### src/rtl/freq_meter.sv
// Counts rising edges of an asynchronous input over a fixed gate window and publishes the count as saturating packed BCD.
// Latency: first result GATE_CYCLES+3 cycles after en is sampled high; then one result every GATE_CYCLES cycles.
// Backpressure: none; valid is a one-cycle pulse and the result registers hold until the next completed window.
module freq_meter #(
    parameter int GATE_CYCLES = 100000000,
    parameter int DIGITS      = 4
) (
    input  logic                  clk_100MHz,
    input  logic                  rst_n,
    input  logic                  en,
    input  logic                  sig_in,
    output logic [4*DIGITS-1:0]   freq_bcd,
    output logic                  overflow,
    output logic                  valid,
    output logic                  gate_active
);

    localparam int GW = $clog2(GATE_CYCLES);
    localparam int BW = 4 * DIGITS;
    localparam logic [GW-1:0] GATE_LAST = GW'(GATE_CYCLES - 1);

    typedef enum logic [1:0] {
        IDLE    = 2'd0,
        WARMUP  = 2'd1,
        MEASURE = 2'd2
    } state_t;

    state_t        state;
    logic [1:0]    warm_cnt;
    logic [GW-1:0] gate_cnt;
    logic [BW-1:0] acc;
    logic          ovf_acc;

    logic          s1, s2, s3;
    logic          sig_edge;

    logic [BW:0]   inc_res;
    logic [BW-1:0] acc_next;
    logic          ovf_next;

    // BCD +1 with ripple carry; if every digit is 9 the value holds and bit BW flags the saturation.
    function automatic logic [BW:0] bcd_inc(input logic [BW-1:0] a);
        logic [BW-1:0] r;
        logic          all9;
        logic          carry;
        r     = a;
        all9  = 1'b1;
        carry = 1'b1;
        for (int d = 0; d < DIGITS; d++) begin
            if (a[4*d +: 4] != 4'd9) all9 = 1'b0;
        end
        if (all9) begin
            return {1'b1, a};
        end
        for (int d = 0; d < DIGITS; d++) begin
            if (carry) begin
                if (a[4*d +: 4] == 4'd9) begin
                    r[4*d +: 4] = 4'd0;
                end else begin
                    r[4*d +: 4] = a[4*d +: 4] + 4'd1;
                    carry       = 1'b0;
                end
            end
        end
        return {1'b0, r};
    endfunction

    // Two-flop synchronizer plus a history flop for rising-edge detection.
    always_ff @(posedge clk_100MHz or negedge rst_n) begin
        if (!rst_n) begin
            s1 <= 1'b0;
            s2 <= 1'b0;
            s3 <= 1'b0;
        end else begin
            s1 <= sig_in;
            s2 <= s1;
            s3 <= s2;
        end
    end

    assign sig_edge = s2 & ~s3;
    assign inc_res  = bcd_inc(acc);

    // Accumulator value including this cycle's edge, shared by counting and the terminal publish.
    always_comb begin
        acc_next = acc;
        ovf_next = ovf_acc;
        if (sig_edge) begin
            acc_next = inc_res[BW-1:0];
            ovf_next = ovf_acc | inc_res[BW];
        end
    end

    // Measurement FSM: warm up the synchronizer, then run back-to-back gate windows while en stays high.
    always_ff @(posedge clk_100MHz or negedge rst_n) begin
        if (!rst_n) begin
            state       <= IDLE;
            warm_cnt    <= 2'd0;
            gate_cnt    <= '0;
            acc         <= '0;
            ovf_acc     <= 1'b0;
            freq_bcd    <= '0;
            overflow    <= 1'b0;
            valid       <= 1'b0;
            gate_active <= 1'b0;
        end else begin
            valid <= 1'b0;
            case (state)
                IDLE: begin
                    warm_cnt <= 2'd0;
                    gate_cnt <= '0;
                    acc      <= '0;
                    ovf_acc  <= 1'b0;
                    if (en) state <= WARMUP;
                end
                WARMUP: begin
                    if (!en) begin
                        state    <= IDLE;
                        warm_cnt <= 2'd0;
                    end else if (warm_cnt == 2'd2) begin
                        state       <= MEASURE;
                        gate_active <= 1'b1;
                        warm_cnt    <= 2'd0;
                    end else begin
                        warm_cnt <= warm_cnt + 2'd1;
                    end
                end
                MEASURE: begin
                    if (gate_cnt == GATE_LAST) begin
                        // Publish even if en drops on this edge; only the next window is abandoned.
                        freq_bcd <= acc_next;
                        overflow <= ovf_next;
                        valid    <= 1'b1;
                        acc      <= '0;
                        ovf_acc  <= 1'b0;
                        gate_cnt <= '0;
                        if (!en) begin
                            state       <= IDLE;
                            gate_active <= 1'b0;
                        end
                    end else if (!en) begin
                        state       <= IDLE;
                        gate_active <= 1'b0;
                        gate_cnt    <= '0;
                        acc         <= '0;
                        ovf_acc     <= 1'b0;
                    end else begin
                        gate_cnt <= gate_cnt + 1'b1;
                        acc      <= acc_next;
                        ovf_acc  <= ovf_next;
                    end
                end
                default: begin
                    state       <= IDLE;
                    gate_active <= 1'b0;
                end
            endcase
        end
    end

endmodule

### config.mk
export PLATFORM = sky130hd
export DESIGN_NAME = freq_meter
export DESIGN_NICKNAME = d
export VERILOG_FILES = /design/src/rtl/freq_meter.sv
export SDC_FILE = /design/constraint.sdc
export NUM_CORES = 1
export LEC_CHECK = 0
export BUFFER_PORTS_ARGS = -buffer_cell sky130_fd_sc_hd__buf_2
export CORE_MARGIN = 5
export CORE_UTILIZATION = 45
export CTS_CLUSTER_DIAMETER = 50
export CTS_CLUSTER_SIZE = 25
export DETAILED_ROUTE_END_ITERATION = 8
export PLACE_DENSITY = 0.6
export SETUP_SLACK_MARGIN = 0.02
export SLEW_MARGIN = 20
export SYNTH_ARGS = -nofsm -noshare
export SYNTH_HDL_FRONTEND = slang
export SYNTH_SLANG_ARGS = --single-unit
### constraint.sdc
create_clock -name clk_100MHz -period 2 [get_ports clk_100MHz]
set_input_delay 0.4 -clock clk_100MHz [delete_from_list [all_inputs] [get_ports clk_100MHz]]
set_output_delay 0.4 -clock clk_100MHz [all_outputs]
set_load 0.1 [all_outputs]
Yosys cells after proc, flatten, opt, wreduce, memory -nomap -nowiden
Index checks and enable logic that the tools add are counted.

$add $sub $neg: 6. Multiply operators: 0. Divide/modulo/power cells: 0. Order comparisons: 0. Eq/ne operators: 17. Shift-type cells: 0. Muxes and demuxes: 47. Bitwise logic cells: 4. Reductions and logical operators: 6.

Operators by type and width (count): 27-bit 2-to-1 mux (2); 27-bit one-hot mux with 2 select lines (1); 16-bit 2-to-1 mux (3); 17-bit 2-to-1 mux (2); 16-bit one-hot mux with 2 select lines (1); 4-bit 2-to-1 mux (7); 27-bit by 1-bit adder with 27-bit output (second input constant) (1); 27-bit == test (second input constant) (1); 1-bit 2-to-1 mux (21); 4-bit by 1-bit adder with 4-bit output (second input constant) (4); 4-bit == test (second input constant) (4); 4-bit != test (second input constant) (4); 2-bit 2-to-1 mux (6); 2-bit != test (second input constant) (4); 2-bit one-hot mux with 3 select lines (1); 2-bit == test (second input constant) (2); 2-bit one-hot mux with 2 select lines (1); 4-bit AND reduction (1); 2-bit nonzero test (2); 3-bit != test (second input constant) (1); 1-bit one-hot mux with 3 select lines (1); 3-bit AND reduction (1); 2-bit by 1-bit adder with 2-bit output (second input constant) (1); 2-bit by 1-bit == test with 1-bit output (second input constant) (1); 6 further kinds (7).

Bits in registers: 70. Latch bits: 0. RAM bits: 0. Memory bits (read-only): 0. Bits of input ports: 4. Output and inout bits: 19. Word-level logic and storage cells: 92. Memories: 0.

Longest topological paths before layout
Gate-level depths: netlist of the first run.

Depth after elaboration: 18. Gate-level depth with buffers: 8. Mapped depth without buffers: 7.

Worst setup path before layout of the first run
OpenSTA, ideal clock, no wires.

Path kind: register to register. Start point: register acc[9]. End point: register freq_bcd[15]. Library setup time: 125 ps. Data arrival time: 1686 ps. Data required time: 1875 ps. Slack: 189 ps. Cell stages (with the launch flop): 9. Path buffers: 1. Cell sequence: dfrtp_1 inv_1 ha_1 and3b_1 clkbuf_1 and4_1 nand4_1 xnor2_1 mux2_2.

Longest elaborated chain between the ends: 7.

RTL lines: from (decl) (RTL line 31) `logic [BW-1:0] acc;`; from (signal assigned) (RTL line 149) `acc <= acc_next;`; 4-bit == test (RTL line 57) `if (a[4*d +: 4] == 4'd9) begin`; 1-bit 2-to-1 mux (RTL line 57); 1-bit 2-to-1 mux (RTL line 56) `if (carry) begin`; 1-bit 2-to-1 mux (RTL line 55) `for (int d = 0; d < DIGITS; d++) begin`; 4-bit 2-to-1 mux (RTL line 56); 17-bit 2-to-1 mux * (RTL line 55); 16-bit 2-to-1 mux * (RTL line 88) `if (sig_edge) begin`; to (signal assigned) (RTL line 131) `freq_bcd <= acc_next;`; to (decl) (RTL line 12) `output logic [4*DIGITS-1:0] freq_bcd,`.

Every way passes the cells marked *; elsewhere a longest branch is shown, timed or not. The select of a mux whose other input is x is not followed. A chain may end at the register's enable or synchronous reset.

Worst setup path in the final report of the first run
Same ends and word-level chain as after synthesis.

==> summary.txt, run 1 <==
Outcome
  • Outcome: finished clean

Global route
  • GR Util met2: 0.258
  • Global-route wire length before repair: ~13,000 µm
  • Vias in the first global route: ~2,600
  • M3 GR Usage: 0.0302
  • M1 GR Usage: 0.220
  • Initial antenna violation count: 0
  • Largest net degree at the start of global routing: 42
  • Congestion Overflow GR: 0
  • GRT Max-Usage Layer: met2
  • Gr usage total: 0.163

Place
  • Placer's final routability congestion estimate: 0.767
  • Dpl hpwl: a little under 5000 µm
  • Port bufs: 22

Cells and area
  • Fillers: roughly 720
  • Register area: ~1800 µm²
  • Area Growth Syn to Fin: 15.5%
  • Share of cells above drive strength 1: 0.186
  • Ant diodes: 0
  • Final #Nets: ~390
  • Multi-input gate area: ~1600 µm²

Drt
  • Via count: approximately 2,600
  • DR pass1 iterations: 5
  • ANT nets after route: 0
  • Avg WL per Cell: around 15 µm
  • Final WL: 7150 µm
  • DRC violations left: 0
  • Routed vias/inst: 5.44
  • 1st-iter DRT viols: between 100 and 150

Worst setup path
  • Worst Setup End Kind: register
  • Worst path required time: between 2 and 2.5 ns
  • Crit Path Category: reg -> reg
  • Critical path's top delay family: simple AND/OR/NAND/NOR gates
  • Type of origin of the critical path: register
  • Worst path max stage delay: roughly 0.43 ns
  • CP max-delay cell: dfrtp_1
  • Bufs and invs on worst path: 1
  • Critical path cell sequence: inv_1 > ha_1 > and3b_2 > and4_4 > nand4_1 > xnor2_1 > mux2_2
  • Crit-path max FO: 6
  • Crit path DAT: ~2.1 ns

Synthesis
  • Area share of the largest cell type after synthesis: 0.507
  • Area contributors post-synth: dfrtp_1 51%, xor2_1 5.3%, nor2_1 3.7%, nand2_1 3.6%, o21ai_0 2.9%
  • Syn nets: around 350
  • Register area share after synthesis: 0.507
  • Number of warnings issued by yosys: 0
  • Netlist cell types: 50
  • Avg Inst Size Synth: approximately 10 µm²
  • Synth Cell Area: about 3500 µm²
  • Dominant synthesized flop cell: dfrtp_1
  • Syn Inst Count: 343
  • Post-synth EDFFs: 0
  • #FFs+latches synth: 70
  • Most common cell in the netlist: dfrtp_1
  • Synth cell count leaders: 70 x dfrtp_1, 34 x nor2_1, 33 x nand2_1
  • Post-synth ARST share: 1.00
  • Synth area leader: dfrtp_1

CTS
  • Post-cts gate resize count: 0
  • Root buf cell: clkbuf_8
  • CTS Hold Bufs: 0
  • Clock sinks: 70
  • Worst-Skew Late Latency: between 0.3 and 0.4 ns
  • Clock transition at path regs: 0.07 ns
  • Setup Fix Bufs, Post-CTS: 0
  • CTS tree: built
  • Num CTS Buffers: 9
  • H-Tree Depth: 3
  • CTS max path bufs: 2

Power and ir drop
  • Total power: 2.55 mW
  • Pwr/cell area: roughly 640 nW/µm²
  • LEAKAGE: between 1.5 and 2 nW
  • VDD IR max: between 0.3 and 0.4 mV

Job
  • Max-cap viol count: 0

STA
  • Final Max Slew Viols: 0
  • Worst slew pin tran: 0.491 ns
  • Minimum clock period: around 1.9 ns
  • Clk_skew: 0.00987 ns
  • Setup violators final: 0
  • Endpoints failing hold: 0
  • Fin crit share: 0.937
  • Setup_tns: 0 ns
  • Max frequency: roughly 530 MHz
  • Worst hold margin: between 0.04 and 0.05 ns
  • Slew headroom: 0.675
  • RSZ-0062 raised after global routing: true

Die
  • Core area: 7610 µm²
  • I/O pin count: 23
  • Die Y: a little under 100 µm
  • Initial Util: 0.454
  • Die width: 97.6 µm
  • Die area: around 9500 µm²
  • Rows: 32

Worst hold path
  • Hold Path Class: in -> async
==> per-stage QoR <==
step	worst slack (ns)	cell area, µm²	instances	utilization
after floorplan	0.189	3450	343	-
after global placement	0.138	3800	469	0.499
after detailed placement	0.124	3800	469	0.499
after CTS	0.101	3970	484	0.521
after global routing	0.00995	3990	484	0.524
final	0.126	3990	484	0.524
==> sequential cells by signal, summed over array words and instances (netlist names) <==
name	flops
acc	16
valid	1
s1	1
freq_bcd	16
s3	1
ovf_acc	1
warm_cnt	2
s2	1
overflow	1
state	2
gate_active	1
gate_cnt	27
==> area by class of cell <==
type	instances	share of cell area
Multi-Input combinational cell	249	0.406
Clock buffer	14	0.0408
Timing Repair Buffer	39	0.0721
Sequential cell	70	0.439
Clock inverter	1	0.00125
Inverter	9	0.00847
Tap cell	102	0.0320
==> layout by cell type, fill, tap and decap left out, types with 11 or more instances in the layout <==
cell type and n:
nand2_1 33, a21oi_1 19, o21ai_0 20, nand4_1 15, clkbuf_8 11, buf_2 22
xor2_1 21, dfrtp_1 70, nor2_1 34, nand3_1 15, buf_4 13
==> cells by family after synthesis <==
logic type / synth area share
buffers and inverters: 0.0301
adders and majority gates: 0.0181
muxes: 0.0257
DFF: 0.507
and+or+nand+nor: 0.228
AOI/OAI and AO/OA: 0.117
xor gates and xnor gates: 0.0736
==> where the power goes <==
group | switching, mW | total, mW | internal, mW
sequential | 0.00653 | 1.43 | 1.42
combinational | 0.0733 | 0.108 | 0.0349
clock | 0.496 | 1.01 | 0.512
total | 0.576 | 2.55 | 1.97
==> path summary, 6_finish.rpt <==
kind | from | end | slack (ns) | cells past startpoint
worst max-delay path | acc[9]$_DFFE_PN0P_ | freq_bcd[15]$_DFFE_PN0P_ | 0.13 | 7
worst max register to register | acc[9]$_DFFE_PN0P_ | freq_bcd[15]$_DFFE_PN0P_ | 0.13 | 7
worst min register to register | s1$_DFF_PN0_ | s2$_DFF_PN0_ | 0.37 | 0
worst min-delay path | rst_n | gate_cnt[22]$_DFFE_PN0P_ | 0.05 | 2
min in group clk_100MHz | sig_in | s1$_DFF_PN0_ | 0.16 | 1
max in group asynchronous | rst_n | acc[7]$_DFFE_PN0P_ | 1.72 | 2
==> routing by layer <==
layer | wire (µm) | share of wire
met1 | 3500 | 0.49
met2 | 3350 | 0.47
met3 | 201 | 0.028
met4 | 96 | 0.013
met5 | 0 | 0
(Power assumes the default switching activity.)
==> run 2, diff against run 1 <==
Settings changed: PLACE_DENSITY 0.6 to 0.69.
==> summary.txt, run 2 (synthesized netlist as in run 1, its figures left out) <==
Outcome
  • Outcome: finished clean

Global route
  • Congestion Overflow GR: 0 (unchanged)
  • Gr usage total: 0.158 (-0.00481)
  • Largest net degree at the start of global routing: 44 (+4.8%)
  • Global-route wire length before repair: 12,300 µm (-2.6%)
  • Vias in the first global route: 2,619 (-0.076%)
  • Initial antenna violation count: 0 (unchanged)

STA
  • Max frequency: 537 MHz (+0.70%)
  • Worst slew pin tran: 0.495 ns (+0.00342 ns)
  • Setup_tns: 0 ns (unchanged)
  • Minimum clock period: 1.86 ns (-0.0130 ns)
  • RSZ-0062 raised after global routing: false
  • Clk_skew: 0.00763 ns (-0.00223 ns)
  • Setup violators final: 0 (unchanged)
  • Fin crit share: 0.930 (-0.00650)
  • Endpoints failing hold: 0 (unchanged)
  • Slew headroom: 0.673 (-0.00227)
  • Final Max Slew Viols: 0 (unchanged)

Worst setup path
  • Worst path max stage delay: 0.41 ns (-0.02 ns)
  • Type of origin of the critical path: register
  • Critical path cell sequence: ha_1 > nor4bb_2 > and3_1 > nand3_1 > buf_4 > mux2_2
  • CP Depth: 6 (-1)
  • Crit-path max FO: 23 (+17)
  • Worst Setup End Kind: register
  • Bufs and invs on worst path: 1 (unchanged)
  • Crit path DAT: 2.09 ns (about the same)
  • Worst r2r path cells: 6 (-1)
  • Crit Path Category: reg -> reg
  • CP max-delay cell: dfrtp_1
  • Critical path's top delay family: simple AND/OR/NAND/NOR gates
  • Worst path required time: 2.23 ns (about the same)

Die
  • Die Y: 97.6 µm (unchanged)
  • Die width: 97.6 µm (unchanged)
  • Initial Util: 0.454 (unchanged)
  • Rows: 32 (unchanged)
  • I/O pin count: 23 (unchanged)
  • Die area: 9520 µm² (unchanged)
  • Core area: 7610 µm² (unchanged)

CTS
  • Clock sinks: 70 (unchanged)
  • H-Tree Depth: 3 (unchanged)
  • Root buf cell: clkbuf_8
  • Num CTS Buffers: 9 (unchanged)
  • CTS tree: built
  • CTS max path bufs: 2 (unchanged)
  • Clock transition at path regs: 0.07 ns (about the same)
  • Worst-Skew Late Latency: 0.35 ns (about the same)

Worst hold path
  • Hold Path Class: in -> reg
  • Hold depth: 1

Cells and area
  • Area Growth Syn to Fin: 16.6%
  • Fillers: 703 (-1.8%)
  • Fin cells: 487 (+0.62%)
  • Most common cell after layout, fill and taps aside: dfrtp_1
  • Final #Nets: 389 (+0.52%)
  • Share of cells above drive strength 1: 0.192 (+0.00634)
  • Post-layout util: 0.529 (+0.00493)
  • Max FFs per register: 27 (unchanged)
  • Ant diodes: 0 (unchanged)
  • Top reg by flops: gate_cnt
  • Commonest cells after routing, fill and taps aside: 70 x dfrtp_1, 34 x nor2_1, 33 x nand2_1, 22 x buf_2, 21 x xor2_1
  • Biggest regs: gate_cnt x27, acc x16, freq_bcd x16

Place
  • Dpl hpwl: 4970 µm (+0.23%)
  • Port bufs: 22 (unchanged)
  • Placed cells: 470 (+0.21%)
  • Placer's final routability congestion estimate: 0.901 (+18%)

Drt
  • Final WL: 7010 µm (-2.0%)
  • DR pass1 iterations: 4 (-1)
  • 1st-iter DRT viols: 146 (+19%)
  • Via count: 2,620 (-0.46%)
  • DRC violations left: 0 (unchanged)
  • Avg WL per Cell: 14.4 µm (-2.6%)
  • ANT nets after route: 0 (unchanged)
  • Routed vias/inst: 5.38 (-1.1%)

Job
  • Max-cap viol count: 0 (unchanged)

Power and ir drop
  • LEAKAGE: 1.84 nW (+1.8%)
  • VDD IR max: 0.457 mV (+26%)
  • Pwr/cell area: 685 nW/µm² (+7.4%)
## run 2: cell types whose count changed in the layout (fill, tap and decap cells not counted), moves of 2 or more
cell | before | now
buf_12 | 4 | 2
clkbuf_1 | 3 | 0
buf_4 | 13 | 16
clkbuf_8 | 11 | 13
## run 2: metal layers
layer,part of all wire,GRT usage
met1,0.47,0.202
met2,0.49,0.254
met3,0.036,0.0567
met4,0.011,0.0437
met5,0,0
## run 2: area by class of cell
class	instances	area (µm²)	share of cell area
Timing Repair Buffer	41	280	0.0696
Clock inverter	3	40.0	0.00994
Tap cell	102	128	0.0317
Inverter	9	33.8	0.00839
Multi-Input combinational cell	249	1610	0.401
Clock buffer	13	179	0.0444
Sequential cell	70	1750	0.435
## run 2: power by group
part,total [mW],internal [mW],switching (mW)
combinational,0.109,0.0344,0.0743
sequential,1.43,1.42,0.00565
clock,1.22,0.708,0.514
## run 2: worst paths after layout
kind | start | to | slack (ns)
max reg2reg | gate_cnt[0]$_DFFE_PN0P_ | freq_bcd[2]$_DFFE_PN0P_ | 0.14
max in group asynchronous | rst_n | acc[4]$_DFFE_PN0P_ | 1.00
min reg2reg | s1$_DFF_PN0_ | s2$_DFF_PN0_ | 0.35
max | gate_cnt[0]$_DFFE_PN0P_ | freq_bcd[2]$_DFFE_PN0P_ | 0.14
min | sig_in | s1$_DFF_PN0_ | 0.15
min in group asynchronous | rst_n | overflow$_DFFE_PN0P_ | 0.46
## run 2: timing repair
action | 4_1_cts | 5_1_grt
gates resized for setup | 0 | 4
setup buffers | 0 | 0
hold endpoints to repair | 9 | 0
endpoints found under the setup margin | 0 | 5
hold buffers | 1 | 0
## run 2: stage by stage
step                worst slack, ns  hold WS, ns  total power, mW  area [µm²]
floorplan                     0.189        0.104             1.50        3450
global placement              0.184        0.299             1.57        3780
detailed placement            0.151        0.302             1.57        3780
CTS                           0.132        0.139             2.79        4010
global route                 0.0424        0.129             2.87        4030
finish                        0.139        0.154             2.76        4030
